<file path="src/rtl/float_add_pipe.sv">
// Pipelined floating-point adder/subtractor with round-to-nearest-even,
// flush-to-zero, special-value handling and valid/ready flow control.
// Register chain: operand reg -> S1 (align) -> S2 (add) -> S3 (output reg).
module float_add_pipe #(
  parameter int EXP_W = 8,
  parameter int MAN_W = 23,
  localparam int W = 1 + EXP_W + MAN_W
) (
  input  logic         clk,
  input  logic         rst,
  input  logic         in_valid,
  output logic         in_ready,
  input  logic         in_sub,
  input  logic [W-1:0] in_a,
  input  logic [W-1:0] in_b,
  output logic         out_valid,
  input  logic         out_ready,
  output logic [W-1:0] out_sum,
  output logic [2:0]   out_flags
);
  localparam int STAGES = 3;
  localparam int SW     = MAN_W + 4;          // hidden + frac + G/R/S
  localparam int SHW    = $clog2(SW + 1);
  localparam int EW     = EXP_W + 2;          // signed exponent during normalise
  localparam logic signed [EW-1:0] E_MAX  = EW'((1 << EXP_W) - 1);
  localparam logic signed [EW-1:0] E_ZERO = '0;
  localparam logic [W-1:0] QNAN = {1'b0, {EXP_W{1'b1}}, 1'b1, {(MAN_W-1){1'b0}}};

  typedef struct packed {
    logic         sub;
    logic [W-1:0] a;
    logic [W-1:0] b;
  } in_t;

  typedef struct packed {
    logic             sign;
    logic [EXP_W-1:0] exp;
    logic [SW-1:0]    sa;
    logic [SW-1:0]    sb;
    logic             eff_sub;
    logic             spec;
    logic [W-1:0]     spec_val;
    logic [2:0]       spec_flags;
  } s1_t;

  typedef struct packed {
    logic             sign;
    logic [EXP_W-1:0] exp;
    logic [SW:0]      sum;
    logic             spec;
    logic [W-1:0]     spec_val;
    logic [2:0]       spec_flags;
  } s2_t;

  logic [STAGES:0] vld_pipe;
  logic            en;
  in_t             in_r;
  s1_t             s1_c, s1_r;
  s2_t             s2_c, s2_r;
  logic [W-1:0]    res;
  logic [2:0]      flg;

  assign en        = !out_valid | out_ready;
  assign in_ready  = en;
  assign out_valid = vld_pipe[STAGES];

  // ---------------- S1: unpack, classify, compare/swap, align ----------------
  logic             a_s, b_s, b_es;
  logic [EXP_W-1:0] a_e, b_e, big_e, sm_e, e_diff;
  logic [MAN_W-1:0] a_f, b_f;
  logic             a_zero, b_zero, a_nan, b_nan, a_inf, b_inf, swap;
  logic [MAN_W:0]   a_sig, b_sig, big_sig, sm_sig;
  logic [SHW-1:0]   sh;
  logic [2*MAN_W+3:0] wide;

  assign {a_s, a_e, a_f} = in_r.a;
  assign {b_s, b_e, b_f} = in_r.b;
  assign b_es   = b_s ^ in_r.sub;
  assign a_zero = (a_e == '0);
  assign b_zero = (b_e == '0);
  assign a_nan  = (&a_e) & (|a_f);
  assign b_nan  = (&b_e) & (|b_f);
  assign a_inf  = (&a_e) & ~(|a_f);
  assign b_inf  = (&b_e) & ~(|b_f);
  // Subnormals flush to zero, so their fraction takes no part in anything.
  assign a_sig  = a_zero ? '0 : {1'b1, a_f};
  assign b_sig  = b_zero ? '0 : {1'b1, b_f};
  assign swap   = {b_e, b_sig[MAN_W-1:0]} > {a_e, a_sig[MAN_W-1:0]};
  assign big_e   = swap ? b_e : a_e;
  assign sm_e    = swap ? a_e : b_e;
  assign big_sig = swap ? b_sig : a_sig;
  assign sm_sig  = swap ? a_sig : b_sig;
  assign e_diff  = big_e - sm_e;
  // Clamp keeps the sticky bit alive for very large exponent gaps.
  assign sh   = (e_diff > EXP_W'(MAN_W + 3)) ? SHW'(MAN_W + 3) : SHW'(e_diff);
  assign wide = {sm_sig, {(MAN_W+3){1'b0}}} >> sh;

  // Build the aligned operand pair and resolve specials that bypass the datapath.
  always_comb begin
    s1_c            = '0;
    s1_c.sign       = swap ? b_es : a_s;
    s1_c.exp        = big_e;
    s1_c.sa         = {big_sig, 3'b000};
    s1_c.sb         = {wide[2*MAN_W+3 -: MAN_W+3], |wide[MAN_W:0]};
    s1_c.eff_sub    = a_s ^ b_es;
    if (a_nan || b_nan || (a_inf && b_inf && (a_s != b_es))) begin
      s1_c.spec       = 1'b1;
      s1_c.spec_val   = QNAN;
      s1_c.spec_flags = 3'b100;
    end else if (a_inf) begin
      s1_c.spec       = 1'b1;
      s1_c.spec_val   = {a_s, {EXP_W{1'b1}}, {MAN_W{1'b0}}};
    end else if (b_inf) begin
      s1_c.spec       = 1'b1;
      s1_c.spec_val   = {b_es, {EXP_W{1'b1}}, {MAN_W{1'b0}}};
    end else if (a_zero && b_zero) begin
      // Only (-0)+(-0) keeps a negative sign.
      s1_c.spec       = 1'b1;
      s1_c.spec_val   = {a_s & b_es, {(W-1){1'b0}}};
    end
  end

  // ---------------- S2: significand add/sub (A >= B, so no borrow) ----------------
  always_comb begin
    s2_c            = '0;
    s2_c.sign       = s1_r.sign;
    s2_c.exp        = s1_r.exp;
    s2_c.spec       = s1_r.spec;
    s2_c.spec_val   = s1_r.spec_val;
    s2_c.spec_flags = s1_r.spec_flags;
    s2_c.sum        = s1_r.eff_sub ? ({1'b0, s1_r.sa} - {1'b0, s1_r.sb})
                                   : ({1'b0, s1_r.sa} + {1'b0, s1_r.sb});
  end

  // ---------------- S3: normalise, round, pack ----------------
  function automatic logic [SHW-1:0] lzc(input logic [SW-1:0] v);
    logic found;
    lzc   = SHW'(SW);
    found = 1'b0;
    for (int i = SW - 1; i >= 0; i--) begin
      if (!found && v[i]) begin
        lzc   = SHW'(SW - 1 - i);
        found = 1'b1;
      end
    end
  endfunction

  logic                 carry, rnd;
  logic [SHW-1:0]       lz;
  logic [SW-1:0]        norm;
  logic signed [EW-1:0] e_n, e_f;
  logic [MAN_W+1:0]     mant_r;
  logic [MAN_W-1:0]     frac;

  // Normalise (right on carry-out, else left by lzc), round RNE, then range-check.
  always_comb begin
    carry = s2_r.sum[SW];
    lz    = lzc(s2_r.sum[SW-1:0]);
    if (carry) begin
      norm = {s2_r.sum[SW:2], s2_r.sum[1] | s2_r.sum[0]};
      e_n  = EW'(s2_r.exp) + EW'(1);
    end else begin
      norm = s2_r.sum[SW-1:0] << lz;
      e_n  = EW'(s2_r.exp) - EW'(lz);
    end
    rnd    = norm[2] & (norm[1] | norm[0] | norm[3]);
    mant_r = {1'b0, norm[SW-1:3]} + (MAN_W+2)'(rnd);
    if (mant_r[MAN_W+1]) begin
      e_f  = e_n + EW'(1);
      frac = mant_r[MAN_W:1];
    end else begin
      e_f  = e_n;
      frac = mant_r[MAN_W-1:0];
    end
    res = {s2_r.sign, e_f[EXP_W-1:0], frac};
    flg = 3'b000;
    if (s2_r.spec) begin
      res = s2_r.spec_val;
      flg = s2_r.spec_flags;
    end else if (s2_r.sum == '0) begin
      res = '0;
    end else if (e_f >= E_MAX) begin
      res = {s2_r.sign, {EXP_W{1'b1}}, {MAN_W{1'b0}}};
      flg = 3'b010;
    end else if (e_f <= E_ZERO) begin
      res = {s2_r.sign, {(W-1){1'b0}}};
      flg = 3'b001;
    end
  end

  // Valid shift register and output register; everything holds while stalled.
  always_ff @(posedge clk) begin
    if (rst) begin
      vld_pipe  <= '0;
      out_sum   <= '0;
      out_flags <= '0;
    end else if (en) begin
      vld_pipe <= {vld_pipe[STAGES-1:0], in_valid};
      if (vld_pipe[STAGES-1]) begin
        out_sum   <= res;
        out_flags <= flg;
      end
    end
  end

  // Datapath registers carry no reset; their validity lives in vld_pipe.
  always_ff @(posedge clk) begin
    if (en) begin
      in_r <= '{sub: in_sub, a: in_a, b: in_b};
      s1_r <= s1_c;
      s2_r <= s2_c;
    end
  end
endmodule

</file>
<file path="config.mk">
export PLATFORM = sky130hd
export DESIGN_NAME = float_add_pipe
export DESIGN_NICKNAME = d
export VERILOG_FILES = /design/src/rtl/float_add_pipe.sv
export SDC_FILE = /design/constraint.sdc
export NUM_CORES = 1
export LEC_CHECK = 0
export CORE_MARGIN = 5
export CORE_UTILIZATION = 50
export CTS_BUF_LIST = sky130_fd_sc_hd__clkbuf_4
export DETAILED_ROUTE_END_ITERATION = 12
export GPL_ROUTABILITY_DRIVEN = 0
export PLACE_DENSITY = 0.7
export SYNTH_ARGS = -nofsm -noshare
export SYNTH_HDL_FRONTEND = slang
export SYNTH_SLANG_ARGS = --single-unit
</file>
<file path="constraint.sdc">
create_clock -name clk -period 9.6 [get_ports clk]
set_clock_uncertainty 0.15 [all_clocks]
set_input_delay 1.44 -clock clk [delete_from_list [all_inputs] [get_ports clk]]
set_output_delay 1.44 -clock clk [all_outputs]
set_load 0.005 [all_outputs]
</file>
==> out/results.ini <==
[run_status]
outcome = finished clean

[logic_synthesis]
synth_area_um2 = 16810
ys_types = 106
ys_async_sr_fraction_pct = 0
synth_edf_count = 173
synth_flop_cell = edfxtp_1
syn_inst = 1957
syn_avg_cell_area_um2 = 8.592
ys_warn_count = 0
syn-num-nets = 2119
seq_area_frac_synth_pct = 35.54
synth-seq-cells = 212

[grt]
overflow = 0
track_usage_pct = 24.13
grt_pass1_vias = 15142
antenna_found_initial = 1
grt_max_degree = 86
grt_pass1_wl_um = 76300

[clock_tree]
insertion_delay_ps = 770
root_buffer = clkbuf_4
clk_path_buf_depth = 3
htree_levels = 2
tritoncts = built
cts_hold_buf = 0
cts.clk_slew.worst_paths_ps = 70
cts_inserted_buffers = 55
postCtsSetupRepairBufs = 0
clkSinkCount = 212
cts_resized = 0

[layout]
drive_gt1_share_pct = 9.248
stdcell_area_um2 = 18920
area_delta_synth_final_pct = 12.52
nNetsFinal = 2204
fill_cells = 3094
layout_commonest_cell = nand2_1
multiInputGateArea_um2 = 10020
layout_common_cells = nand2_1 (225), nor2_1 (174), edfxtp_1 (173), o21ai_0 (136), a21oi_1 (134)
seq_area_um2 = 5976

[power]
p_leak_nw = 7.176
p_per_area_nw_per_um2 = 214.0
power_mw = 4.049
peakVddDrop_uv = 125.8

[die]
core-area_um2 = 33360
dieArea_um2 = 37390
die_h_um = 193.4
die_w_um = 193.4
io_pins = 106
rows = 67
start_util_pct = 50.39

[routing]
vias_per_cell = 6.257
final_antenna_net_count = 0
drc = 0
num_vias = 15873
wire_per_inst_um = 18.51
dr.pass1.iters = 6
routed_wirelength_um = 46950
first_iter_violations = 1652

[sta]
period_share_pct = 88.39
hold_slack_ps = 263.3
setup_violations = 0
slew_headroom_pct = 9.114
rsz0062_at_grt = false
hold_viol = 0
min_period_ps = 8485
tns_ps = 0
clock.fmax_mhz = 117.9
max_slew.worst_pin.slew_ps = 1358
slew_viol_final = 0

[run]
maxCapViolations = 0

[hold_path]
hp-class = reg2reg

[place]
port_buffers = 105
hpwl_um = 35610
place_area_um2 = 18200

[setup_path]
cp_max_fo = 25
crit_type = reg2reg
endpoint_kind = flop
arrival_ps = 8830
critPathLaunchType = flop
worst_ep_required_time_ps = 9950

## path summary, 6_finish.rpt
path                        endpoint  slack [ps]  cells after the start                   start
setup / recovery  s1_r[37]$_DFFE_PN_        1120                     26        b_e[1]$_DFFE_PN_
hold / removal    s2_r[25]$_DFFE_PN_         260                      0  s1_r[25]$_SDFFCE_PP1N_
setup reg to reg  s1_r[37]$_DFFE_PN_        1120                     26        b_e[1]$_DFFE_PN_
hold reg to reg   s2_r[25]$_DFFE_PN_         260                      0  s1_r[25]$_SDFFCE_PP1N_
## registers in the layout, indices dropped and copies added, names as in the netlist, 4 cells and up
signal / count
s1_r: 66
vld_pipe: 4
s2_r: 41
b_e: 8
a_f: 23
b_f: 23
out_sum: 32
a_e: 8
## per-stage QoR
step,utilization [%],setup WS (ps),instances
after CTS,56.69,1231,2535
after global routing,56.71,461.8,2537
after global placement,54.56,1474,2433
after floorplan,-,962.9,1957
after detailed placement,54.56,1283,2433
final,56.71,1115,2537
## critical path, stage by stage, from the launching register on
cell      delay (ps)
edfxtp_1         460
nor4_1           450
nand2_1          490
and2_1           370
ha_1             320
nand4_1          150
nor4_1           730
nand3_1          230
o31ai_1          120
buf_4            230
nand2_2           90
nor2_1           140
nor2_1            50
ha_1             210
nor2_1           150
xnor2_1          140
mux2i_1          250
o211ai_1         280
mux2i_1          220
a211o_1          330
nor2_1          1020
nor2_1           190
a211oi_1         440
o221ai_1         190
nor4_1           280
nand4_1          140
a221o_1          380
## layer usage
layer	global-route usage, %	vias up	share of wire [%]
met5	0	-	0
met4	10.44	0	4.1
met3	4.818	164	8.8
met2	38.68	845	45
met1	31.92	7315	42
li1	-	7549	-
## layout make-up
| cell class | instances | area share (%) |
|---|---|---|
| diodes | 2 | 0.02645 |
| multi-input cells | 1542 | 52.97 |
| repair buffers | 137 | 6.825 |
| clock inverters | 20 | 0.5026 |
| well taps | 448 | 2.963 |
| clock buffers | 82 | 3.254 |
| flip-flops and latches | 212 | 31.59 |
| inverters | 94 | 1.872 |
## where the power goes
part	switching [mW]	internal, mW	leakage (nW)
Clock	0.374	0.394	0.423
Combinational	1.19	0.751	4.55
Sequential	0.199	1.14	2.21
## cell usage after synthesis, types with 39 or more instances
| master | number | area share [%] |
|---|---|---|
| nand3_1 | 78 | 2.3 |
| clkbuf_1 | 74 | 1.7 |
| dfxtp_1 | 39 | 4.6 |
| inv_1 | 89 | 2.0 |
| a21oi_1 | 134 | 4.0 |
| nor2_1 | 175 | 3.9 |
| xnor2_1 | 41 | 2.1 |
| o21ai_0 | 136 | 4.0 |
| nand2_1 | 226 | 5.0 |
| nor3_1 | 41 | 1.2 |
| edfxtp_1 | 173 | 31 |
| ha_1 | 91 | 6.8 |
| mux2i_1 | 57 | 3.4 |
## kinds of logic after synthesis
family / synth area share (%)
AOI/OAI and AO/OA: 23.89
xor gates and xnor gates: 3.386
adders and majority gates: 7.010
buffers and inverters: 5.060
DFF: 35.54
muxes: 4.130
and+or+nand+nor: 20.98
Power figures use the tool's default switching activity.
